$ cat src/rtl/pipe_ctrl_pkg.sv
`default_nettype none
// ============================================================================
// Module      : pipe_ctrl_pkg
// Description : Shared state encodings, register/word constants and control
//               bundle type for the pipeline hazard controller.
// Revision    : 1.0 - initial release
// ============================================================================
package pipe_ctrl_pkg;

    localparam logic [1:0] c_ST_RUN   = 2'd0;
    localparam logic [1:0] c_ST_FLUSH = 2'd1;
    localparam logic [1:0] c_ST_HOLD  = 2'd2;

    typedef enum logic [1:0] {
        ST_RUN   = c_ST_RUN,
        ST_FLUSH = c_ST_FLUSH,
        ST_HOLD  = c_ST_HOLD
    } state_t;

    localparam logic [4:0]  c_ZERO_REG  = 5'd0;
    localparam logic [31:0] c_ZERO_WORD = 32'h0000_0000;

    typedef struct packed {
        logic pc_jump_en;
        logic stall_pc;
        logic stall_if_id;
        logic stall_id_ex;
        logic flush_if_id;
        logic flush_id_ex;
    } ctrl_t;

endpackage
`default_nettype wire

$ cat src/rtl/pipe_ctrl_if.sv
`default_nettype none
// ============================================================================
// Module      : pipe_ctrl_if
// Description : Request/response bundle between the pipeline stages and the
//               hazard controller.
// Revision    : 1.0 - initial release
// ============================================================================
interface pipe_ctrl_if #(
    parameter int CNT_W = 32
);
    logic             jump_en_i;
    logic [31:0]      jump_addr_i;
    logic             hold_req_i;
    logic [4:0]       id_rs1_addr_i;
    logic [4:0]       id_rs2_addr_i;
    logic             id_rs1_used_i;
    logic             id_rs2_used_i;
    logic [4:0]       ex_rd_addr_i;
    logic             ex_reg_wen_i;
    logic             ex_is_load_i;

    logic             pc_jump_en_o;
    logic [31:0]      pc_jump_addr_o;
    logic             stall_pc_o;
    logic             stall_if_id_o;
    logic             stall_id_ex_o;
    logic             flush_if_id_o;
    logic             flush_id_ex_o;
    logic             hold_timeout_o;
    logic [CNT_W-1:0] stall_cnt_o;
    logic [CNT_W-1:0] flush_cnt_o;

    modport master (
        output jump_en_i, jump_addr_i, hold_req_i,
               id_rs1_addr_i, id_rs2_addr_i, id_rs1_used_i, id_rs2_used_i,
               ex_rd_addr_i, ex_reg_wen_i, ex_is_load_i,
        input  pc_jump_en_o, pc_jump_addr_o,
               stall_pc_o, stall_if_id_o, stall_id_ex_o,
               flush_if_id_o, flush_id_ex_o,
               hold_timeout_o, stall_cnt_o, flush_cnt_o
    );

    modport slave (
        input  jump_en_i, jump_addr_i, hold_req_i,
               id_rs1_addr_i, id_rs2_addr_i, id_rs1_used_i, id_rs2_used_i,
               ex_rd_addr_i, ex_reg_wen_i, ex_is_load_i,
        output pc_jump_en_o, pc_jump_addr_o,
               stall_pc_o, stall_if_id_o, stall_id_ex_o,
               flush_if_id_o, flush_id_ex_o,
               hold_timeout_o, stall_cnt_o, flush_cnt_o
    );

endinterface
`default_nettype wire

$ cat src/rtl/pipe_ctrl_hazard_detect.sv
`default_nettype none
// ============================================================================
// Module      : hazard_detect
// Description : Combinational load-use comparator between decode sources and
//               the load destination sitting in execute.
// Revision    : 1.0 - initial release
// ============================================================================
module hazard_detect
    import pipe_ctrl_pkg::*;
(
    input  wire logic [4:0] i_id_rs1_addr,
    input  wire logic [4:0] i_id_rs2_addr,
    input  wire logic       i_id_rs1_used,
    input  wire logic       i_id_rs2_used,
    input  wire logic [4:0] i_ex_rd_addr,
    input  wire logic       i_ex_reg_wen,
    input  wire logic       i_ex_is_load,
    output logic            o_lu_hazard
);

    logic w_load_writes;
    logic w_rs1_hit;
    logic w_rs2_hit;

    always_comb begin
        // x0 is hardwired, so a load targeting it never produces a dependency
        w_load_writes = i_ex_is_load & i_ex_reg_wen & (i_ex_rd_addr != c_ZERO_REG);
        w_rs1_hit     = i_id_rs1_used & (i_id_rs1_addr == i_ex_rd_addr);
        w_rs2_hit     = i_id_rs2_used & (i_id_rs2_addr == i_ex_rd_addr);
        o_lu_hazard   = w_load_writes & (w_rs1_hit | w_rs2_hit);
    end

endmodule
`default_nettype wire

$ cat src/rtl/pipe_ctrl.sv
`default_nettype none
// ============================================================================
// Module      : pipe_ctrl
// Description : Stall/flush/redirect controller for the fetch-decode-execute
//               pipeline, with saturating event counters and hold watchdog.
// Revision    : 1.0 - initial release
// ============================================================================
module pipe_ctrl
    import pipe_ctrl_pkg::*;
#(
    parameter int FLUSH_CYCLES = 1,
    parameter int HOLD_MAX     = 1024,
    parameter int CNT_W        = 32
) (
    input  wire logic  clk,
    input  wire logic  rst_n,
    pipe_ctrl_if.slave bus
);

    localparam int                c_FL_W      = (FLUSH_CYCLES > 1) ? $clog2(FLUSH_CYCLES) : 1;
    localparam logic [c_FL_W-1:0] c_FL_RELOAD = c_FL_W'(FLUSH_CYCLES - 1);
    localparam logic [c_FL_W-1:0] c_FL_ONE    = c_FL_W'(1);
    localparam int                c_HR_W      = $clog2(HOLD_MAX + 1);
    localparam logic [c_HR_W-1:0] c_HR_MAX    = c_HR_W'(HOLD_MAX);
    localparam logic [c_HR_W-1:0] c_HR_ONE    = c_HR_W'(1);
    localparam logic [CNT_W-1:0]  c_CNT_ONE   = CNT_W'(1);

    state_t             r_state;
    logic [c_FL_W-1:0]  r_flush_left;
    logic [c_HR_W-1:0]  r_hold_run;
    logic               r_hold_timeout;
    logic [CNT_W-1:0]   r_stall_cnt;
    logic [CNT_W-1:0]   r_flush_cnt;

    logic               w_lu_hazard;
    logic               w_hold;
    logic               w_jump;
    logic               w_bubble;
    logic               w_lu_stall;
    logic [c_HR_W-1:0]  w_hold_run_nxt;
    logic [31:0]        w_jump_addr;
    ctrl_t              w_ctrl;

    hazard_detect u_hazard_detect (
        .i_id_rs1_addr (bus.id_rs1_addr_i),
        .i_id_rs2_addr (bus.id_rs2_addr_i),
        .i_id_rs1_used (bus.id_rs1_used_i),
        .i_id_rs2_used (bus.id_rs2_used_i),
        .i_ex_rd_addr  (bus.ex_rd_addr_i),
        .i_ex_reg_wen  (bus.ex_reg_wen_i),
        .i_ex_is_load  (bus.ex_is_load_i),
        .o_lu_hazard   (w_lu_hazard)
    );

    // Priority: hold > jump > load-use. A HOLD state with the request gone
    // behaves exactly like RUN, so only FLUSH needs special treatment here.
    always_comb begin
        w_hold     = bus.hold_req_i;
        w_jump     = bus.jump_en_i & ~w_hold;
        w_bubble   = (r_state == ST_FLUSH) & ~w_hold & ~w_jump;
        w_lu_stall = w_lu_hazard & ~w_hold & ~w_jump & (r_state != ST_FLUSH);

        w_ctrl             = '0;
        w_ctrl.pc_jump_en  = w_jump;
        w_ctrl.stall_pc    = w_hold | w_lu_stall;
        w_ctrl.stall_if_id = w_hold | w_lu_stall;
        w_ctrl.stall_id_ex = w_hold;
        w_ctrl.flush_if_id = w_jump | w_bubble;
        w_ctrl.flush_id_ex = w_jump | w_bubble | w_lu_stall;

        w_jump_addr    = w_jump ? bus.jump_addr_i : c_ZERO_WORD;
        w_hold_run_nxt = (r_hold_run == c_HR_MAX) ? r_hold_run : r_hold_run + c_HR_ONE;
    end

    always_ff @(posedge clk or negedge rst_n) begin
        if (!rst_n) begin
            r_state        <= ST_RUN;
            r_flush_left   <= '0;
            r_hold_run     <= '0;
            r_hold_timeout <= 1'b0;
            r_stall_cnt    <= '0;
            r_flush_cnt    <= '0;
        end else begin
            if (w_hold) begin
                // A hold inside FLUSH pauses the bubble count rather than
                // abandoning it
                if (r_state != ST_FLUSH) begin
                    r_state <= ST_HOLD;
                end
            end else if (w_jump) begin
                if (FLUSH_CYCLES > 1) begin
                    r_state      <= ST_FLUSH;
                    r_flush_left <= c_FL_RELOAD;
                end else begin
                    r_state      <= ST_RUN;
                    r_flush_left <= '0;
                end
            end else if (r_state == ST_FLUSH) begin
                if (r_flush_left <= c_FL_ONE) begin
                    r_state      <= ST_RUN;
                    r_flush_left <= '0;
                end else begin
                    r_flush_left <= r_flush_left - c_FL_ONE;
                end
            end else begin
                r_state <= ST_RUN;
            end

            r_hold_run <= w_hold ? w_hold_run_nxt : '0;
            if (w_hold && (w_hold_run_nxt == c_HR_MAX)) begin
                r_hold_timeout <= 1'b1;
            end

            if ((w_hold || w_lu_stall) && (r_stall_cnt != '1)) begin
                r_stall_cnt <= r_stall_cnt + c_CNT_ONE;
            end
            if (w_jump && (r_flush_cnt != '1)) begin
                r_flush_cnt <= r_flush_cnt + c_CNT_ONE;
            end
        end
    end

    assign bus.pc_jump_en_o   = w_ctrl.pc_jump_en;
    assign bus.pc_jump_addr_o = w_jump_addr;
    assign bus.stall_pc_o     = w_ctrl.stall_pc;
    assign bus.stall_if_id_o  = w_ctrl.stall_if_id;
    assign bus.stall_id_ex_o  = w_ctrl.stall_id_ex;
    assign bus.flush_if_id_o  = w_ctrl.flush_if_id;
    assign bus.flush_id_ex_o  = w_ctrl.flush_id_ex;
    assign bus.hold_timeout_o = r_hold_timeout;
    assign bus.stall_cnt_o    = r_stall_cnt;
    assign bus.flush_cnt_o    = r_flush_cnt;

endmodule
`default_nettype wire

$ cat src/flat_wrapper.sv
// flat-port wrapper written by rule: the top's interface ports become plain ports
module pipe_ctrl_flat import pipe_ctrl_pkg::*;
#(
    parameter int FLUSH_CYCLES = 1,
    parameter int HOLD_MAX     = 1024,
    parameter int CNT_W        = 32
)
  (clk, rst_n, bus_jump_en_i, bus_jump_addr_i, bus_hold_req_i, bus_id_rs1_addr_i, bus_id_rs2_addr_i, bus_id_rs1_used_i, bus_id_rs2_used_i, bus_ex_rd_addr_i, bus_ex_reg_wen_i, bus_ex_is_load_i, bus_pc_jump_en_o, bus_pc_jump_addr_o, bus_stall_pc_o, bus_stall_if_id_o, bus_stall_id_ex_o, bus_flush_if_id_o, bus_flush_id_ex_o, bus_hold_timeout_o, bus_stall_cnt_o, bus_flush_cnt_o);
  pipe_ctrl_if #(.CNT_W(CNT_W)) bus_i ();
  input  wire logic clk;
  input  wire logic rst_n;
  input wire logic [$bits(bus_i.jump_en_i)-1:0] bus_jump_en_i;
  input wire logic [$bits(bus_i.jump_addr_i)-1:0] bus_jump_addr_i;
  input wire logic [$bits(bus_i.hold_req_i)-1:0] bus_hold_req_i;
  input wire logic [$bits(bus_i.id_rs1_addr_i)-1:0] bus_id_rs1_addr_i;
  input wire logic [$bits(bus_i.id_rs2_addr_i)-1:0] bus_id_rs2_addr_i;
  input wire logic [$bits(bus_i.id_rs1_used_i)-1:0] bus_id_rs1_used_i;
  input wire logic [$bits(bus_i.id_rs2_used_i)-1:0] bus_id_rs2_used_i;
  input wire logic [$bits(bus_i.ex_rd_addr_i)-1:0] bus_ex_rd_addr_i;
  input wire logic [$bits(bus_i.ex_reg_wen_i)-1:0] bus_ex_reg_wen_i;
  input wire logic [$bits(bus_i.ex_is_load_i)-1:0] bus_ex_is_load_i;
  output wire logic [$bits(bus_i.pc_jump_en_o)-1:0] bus_pc_jump_en_o;
  output wire logic [$bits(bus_i.pc_jump_addr_o)-1:0] bus_pc_jump_addr_o;
  output wire logic [$bits(bus_i.stall_pc_o)-1:0] bus_stall_pc_o;
  output wire logic [$bits(bus_i.stall_if_id_o)-1:0] bus_stall_if_id_o;
  output wire logic [$bits(bus_i.stall_id_ex_o)-1:0] bus_stall_id_ex_o;
  output wire logic [$bits(bus_i.flush_if_id_o)-1:0] bus_flush_if_id_o;
  output wire logic [$bits(bus_i.flush_id_ex_o)-1:0] bus_flush_id_ex_o;
  output wire logic [$bits(bus_i.hold_timeout_o)-1:0] bus_hold_timeout_o;
  output wire logic [$bits(bus_i.stall_cnt_o)-1:0] bus_stall_cnt_o;
  output wire logic [$bits(bus_i.flush_cnt_o)-1:0] bus_flush_cnt_o;
  assign bus_i.jump_en_i = bus_jump_en_i;
  assign bus_i.jump_addr_i = bus_jump_addr_i;
  assign bus_i.hold_req_i = bus_hold_req_i;
  assign bus_i.id_rs1_addr_i = bus_id_rs1_addr_i;
  assign bus_i.id_rs2_addr_i = bus_id_rs2_addr_i;
  assign bus_i.id_rs1_used_i = bus_id_rs1_used_i;
  assign bus_i.id_rs2_used_i = bus_id_rs2_used_i;
  assign bus_i.ex_rd_addr_i = bus_ex_rd_addr_i;
  assign bus_i.ex_reg_wen_i = bus_ex_reg_wen_i;
  assign bus_i.ex_is_load_i = bus_ex_is_load_i;
  assign bus_pc_jump_en_o = bus_i.pc_jump_en_o;
  assign bus_pc_jump_addr_o = bus_i.pc_jump_addr_o;
  assign bus_stall_pc_o = bus_i.stall_pc_o;
  assign bus_stall_if_id_o = bus_i.stall_if_id_o;
  assign bus_stall_id_ex_o = bus_i.stall_id_ex_o;
  assign bus_flush_if_id_o = bus_i.flush_if_id_o;
  assign bus_flush_id_ex_o = bus_i.flush_id_ex_o;
  assign bus_hold_timeout_o = bus_i.hold_timeout_o;
  assign bus_stall_cnt_o = bus_i.stall_cnt_o;
  assign bus_flush_cnt_o = bus_i.flush_cnt_o;
  pipe_ctrl #(.FLUSH_CYCLES(FLUSH_CYCLES), .HOLD_MAX(HOLD_MAX), .CNT_W(CNT_W)) u_core (.clk(clk), .rst_n(rst_n), .bus(bus_i));
endmodule
$ cat config.mk
export PLATFORM = sky130hd
export DESIGN_NAME = pipe_ctrl_flat
export DESIGN_NICKNAME = d
export VERILOG_FILES = /design/src/rtl/pipe_ctrl_pkg.sv /design/src/rtl/pipe_ctrl_if.sv /design/src/rtl/pipe_ctrl_hazard_detect.sv /design/src/rtl/pipe_ctrl.sv /design/src/flat_wrapper.sv
export SDC_FILE = /design/constraint.sdc
export NUM_CORES = 1
export LEC_CHECK = 0
export ABC_AREA = 1
export CAP_MARGIN = 20
export CORE_AREA = 2 2 108 110
export CTS_CLUSTER_DIAMETER = 80
export CTS_CLUSTER_SIZE = 40
export DETAILED_ROUTE_END_ITERATION = 6
export DIE_AREA = 0 0 110 112
export PLACE_DENSITY = 0.83
export SETUP_SLACK_MARGIN = 0.15
export SLEW_MARGIN = 20
export SYNTH_ARGS = -nofsm -noshare
export SYNTH_HDL_FRONTEND = slang
export SYNTH_SLANG_ARGS = --single-unit
$ cat constraint.sdc
create_clock -name clk -period 4.6 [get_ports clk]
set_clock_uncertainty 0.1 [all_clocks]
set_input_delay 0.46 -clock clk [delete_from_list [all_inputs] [get_ports clk]]
set_output_delay 0.46 -clock clk [all_outputs]
set_load 0.05 [all_outputs]
==> key figures <==
Run status
  • Status: complete, no violations

Timing
  • Final Hold Slack: roughly 0.18 ns
  • Minimum clock period: 3.55 ns
  • Worst slew pin tran: 0.942 ns
  • RSZ-0062 raised after global routing: false
  • Setup TNS: 0 ns
  • Slew margin rel.: between 30% and 40%
  • Tcrit/Tclk final: 77.2%
  • Slew Viols, Final: 0
  • Final setup viols: 0
  • FMAX: between 200 and 300 MHz
  • Fin. Hold Viols: 0
  • PnR worst setup slack: approximately 1.0 ns

Placed design
  • Placement-stage cell area: 0.00710 mm²
  • Final Wtd Congestion: 0.945
  • IO buf count: 157
  • Dpl hpwl: 11,400 µm
  • Placed cells: 1,135
  • Pre-CTS setup slack: approximately 1.1 ns

Routing
  • Number of nets with antenna violations after routing: 0
  • Via count: about 5,600
  • Vias per cell: 4.90
  • Final wirelength: 15,000 µm
  • DR WL/cell: 13.1 µm
  • DRC viols: 0
  • DR iter-0 viols: 291
  • First-pass DRT Iterations: 5

Pwr
  • Sw Share: 34.4%
  • Overall power: 2.17 mW
  • Part of the power in combinational logic: approximately 28%
  • Int Pwr: 1.42 mW
  • Static Leak: 3.62 nW
  • Flop pwr share: around 37%
  • Power per cell area: 293 mW/mm²
  • Clock network power share: 35.2%
  • Net Switching: between 0.7 and 0.8 mW
  • Peak VDD IR: 457 µV

CTS
  • Clock latency on the worst-skew pair: roughly 0.34 ns
  • Hold-fix buffers, CTS: 0
  • Clock Root Buffer: clkbuf_16
  • Post_cts resized: 0
  • Max H-tree Level: 3
  • Clock-pin slew on the worst setup and hold paths: about 0.050 ns
  • CTS Buf Count: 9
  • Postcts setup bufs: 0
  • TritonCTS clock tree: yes
  • Clock buffer depth: 2
  • Clock sinks: 76

Final layout
  • Fill count: roughly 1,000
  • Synth-to-Final Area Change: 35.2%
  • Fin util: 66.4%
  • Final std cells w/o fill: 1,151
  • Final nets: 1,062
  • Most frequent cells in the layout: 311 x nand2_1, 154 x clkdlybuf4s50_1, 122 x inv_1, 122 x nor2_1, 76 x dfrtp_1
  • Fin area: 0.00742 mm²
  • Share of layout cells above drive strength 1: 4.96%
  • Antenna Cells: 0
  • Most common cell after layout, fill and taps aside: nand2_1

Synthesis
  • Netlist cell types: 33
  • FF+latch count, synth: 76
  • Cell count after synthesis: 853
  • Syn Nets: between 900 and 1,000
  • Warnings, synthesis: 0
  • Synth area leader: dfrtp_1
  • Largest cells by area after synthesis: dfrtp_1 35%, nand2_1 21%, inv_1 8.3%
  • Mapped Area: 0.00549 mm²
  • Seq/Total Area, Yosys: 34.6%
  • Synth Area per Inst: 6.44 µm²
  • Top-area cell type share of the netlist area: 34.6%

Critical path
  • Crit path cell chain: clkdlybuf4s50_1 > nor2_1 > inv_1 > nor2_1 > clkdlybuf4s50_1
  • Setup crit start kind: input port
  • Slowest stage delay, CP: 0.87 ns
  • WP depth: 5
  • Reg2reg path depth: 10
  • Critical path data required time: 4.04 ns
  • Crit-path slowest cell: clkdlybuf4s50_1
  • FF-to-FF setup slack: 2.23 ns
  • Worst Path Buf+Inv: 3
  • Critical path startpoint: bus_hold_req_i
  • Crit Path Class: input port to output port
  • Critical path capture point type: output port
  • Crit-path leading delay family: buffers and inverters
  • CP Data Arrival Time: 2.99 ns
  • Reg-to-reg startpoint: u_core.bus.flush_cnt_o[1]
  • Crit Path Max Fanout: 33

Global route
  • Initial antenna violation count: 0
  • Total GRT Usage: between 20% and 30%
  • Total gr overflow: 0
  • First-pass GRT wire length: approximately 26,000 µm
  • Number of global-route vias before repair: 5,382
  • Largest net degree at the start of global routing: 77

Worst hold path
  • Worst hold path type: input port to async pin

Floorplanning
  • Initial cell density of the core: approximately half
  • Die Span Y: ~110 µm
  • IO Count: 158
  • Std-Cell Rows: 39
  • Die area: 0.0123 mm²
  • Core ar.: 0.0112 mm²
  • Die W: 110 µm

Job
  • Max Cap Viol: 0
sequential cells by signal, indices dropped and copies added (netlist names):
register,count
u_core.bus.flush_cnt_o,32
u_core.bus.hold_timeout_o,1
u_core.bus.stall_cnt_o,32
u_core.r_hold_run,11
layout make-up:
class | instances | area (µm²) | area share (%)
multi-input cells | 632 | 2970 | 40.0
flip-flops and latches | 76 | 1900 | 25.6
repair buffers | 159 | 1580 | 21.3
inverters | 125 | 472 | 6.35
clock buffers | 12 | 246 | 3.32
well taps | 143 | 179 | 2.41
clock inverters | 4 | 72.6 | 0.978
synth_stat cells:
master and number:
nand2_1 311, inv_1 122, nor2_1 122, dfrtp_1 76, nand3_1 61, xor2_1 22
nor3_1 21, nand4_1 17, xnor2_1 15, nand3b_1 13, buf_4 7, nand2_2 7
o21ai_0 7, o21ai_2 6, buf_6 5, nor4_1 5, buf_2 4, clkbuf_1 4
ha_1 4, nor2_2 4, nand2_4 3, nor2_4 3, a21oi_1 2, inv_2 2
nand3_2 2, a21boi_0 1, inv_4 1, nand2b_1 1, nand4_4 1, nor3_2 1
nor3_4 1, o21ai_1 1, o21bai_1 1
kinds of logic (layout without fill, tap and decap cells):
kind of cell	Yosys count	in the layout	share of synthesized area, %
and+or+nand+nor	573	573	45.2
buffers and inverters	145	300	11.2
DFF	76	76	34.6
xor gates and xnor gates	37	37	5.90
AOI/OAI and AO/OA	18	18	2.14
adders and majority gates	4	4	0.912
path summary, 6_finish.rpt:
kind / to
min reg2reg: u_core.bus.hold_timeout_o
max reg2reg: u_core.bus.flush_cnt_o[7]
max: bus_pc_jump_addr_o[15]
max in group asynchronous: u_core.bus.stall_cnt_o[17]
min in group clk: u_core.bus.hold_timeout_o
min: u_core.bus.flush_cnt_o[1]
per-layer routing:
layer  up-vias  wire length (µm)  global-route usage (%)
met1      2567              6620                    34.5
met2       144              7450                    42.3
met4         0               297                    8.19
met5         -                 0                       0
li1       2907                 -                       -
met3        23               666                    4.16
worst reg2reg max path, cell delays in order, from the launching register on:
cell and delay (ns):
dfrtp_1 0.40, ha_1 0.24, nand3_2 0.19, inv_2 0.13, nand2_4 0.07, nor3_4 0.23
nand2_2 0.13, nand2_4 0.29, inv_4 0.24, o21ai_0 0.16, o21ai_2 0.07
power by group through the flow:
stage / clock network (mW) / logic, mW / registers [mW]
floorplan: 0 / 0.229 / 0.960
global placement: 0 / 0.604 / 0.801
detailed placement: 0 / 0.611 / 0.805
CTS: 0.777 / 0.615 / 0.794
global route: 0.806 / 0.658 / 0.805
finish: 0.766 / 0.612 / 0.795
Power figures use the tool's default switching activity.
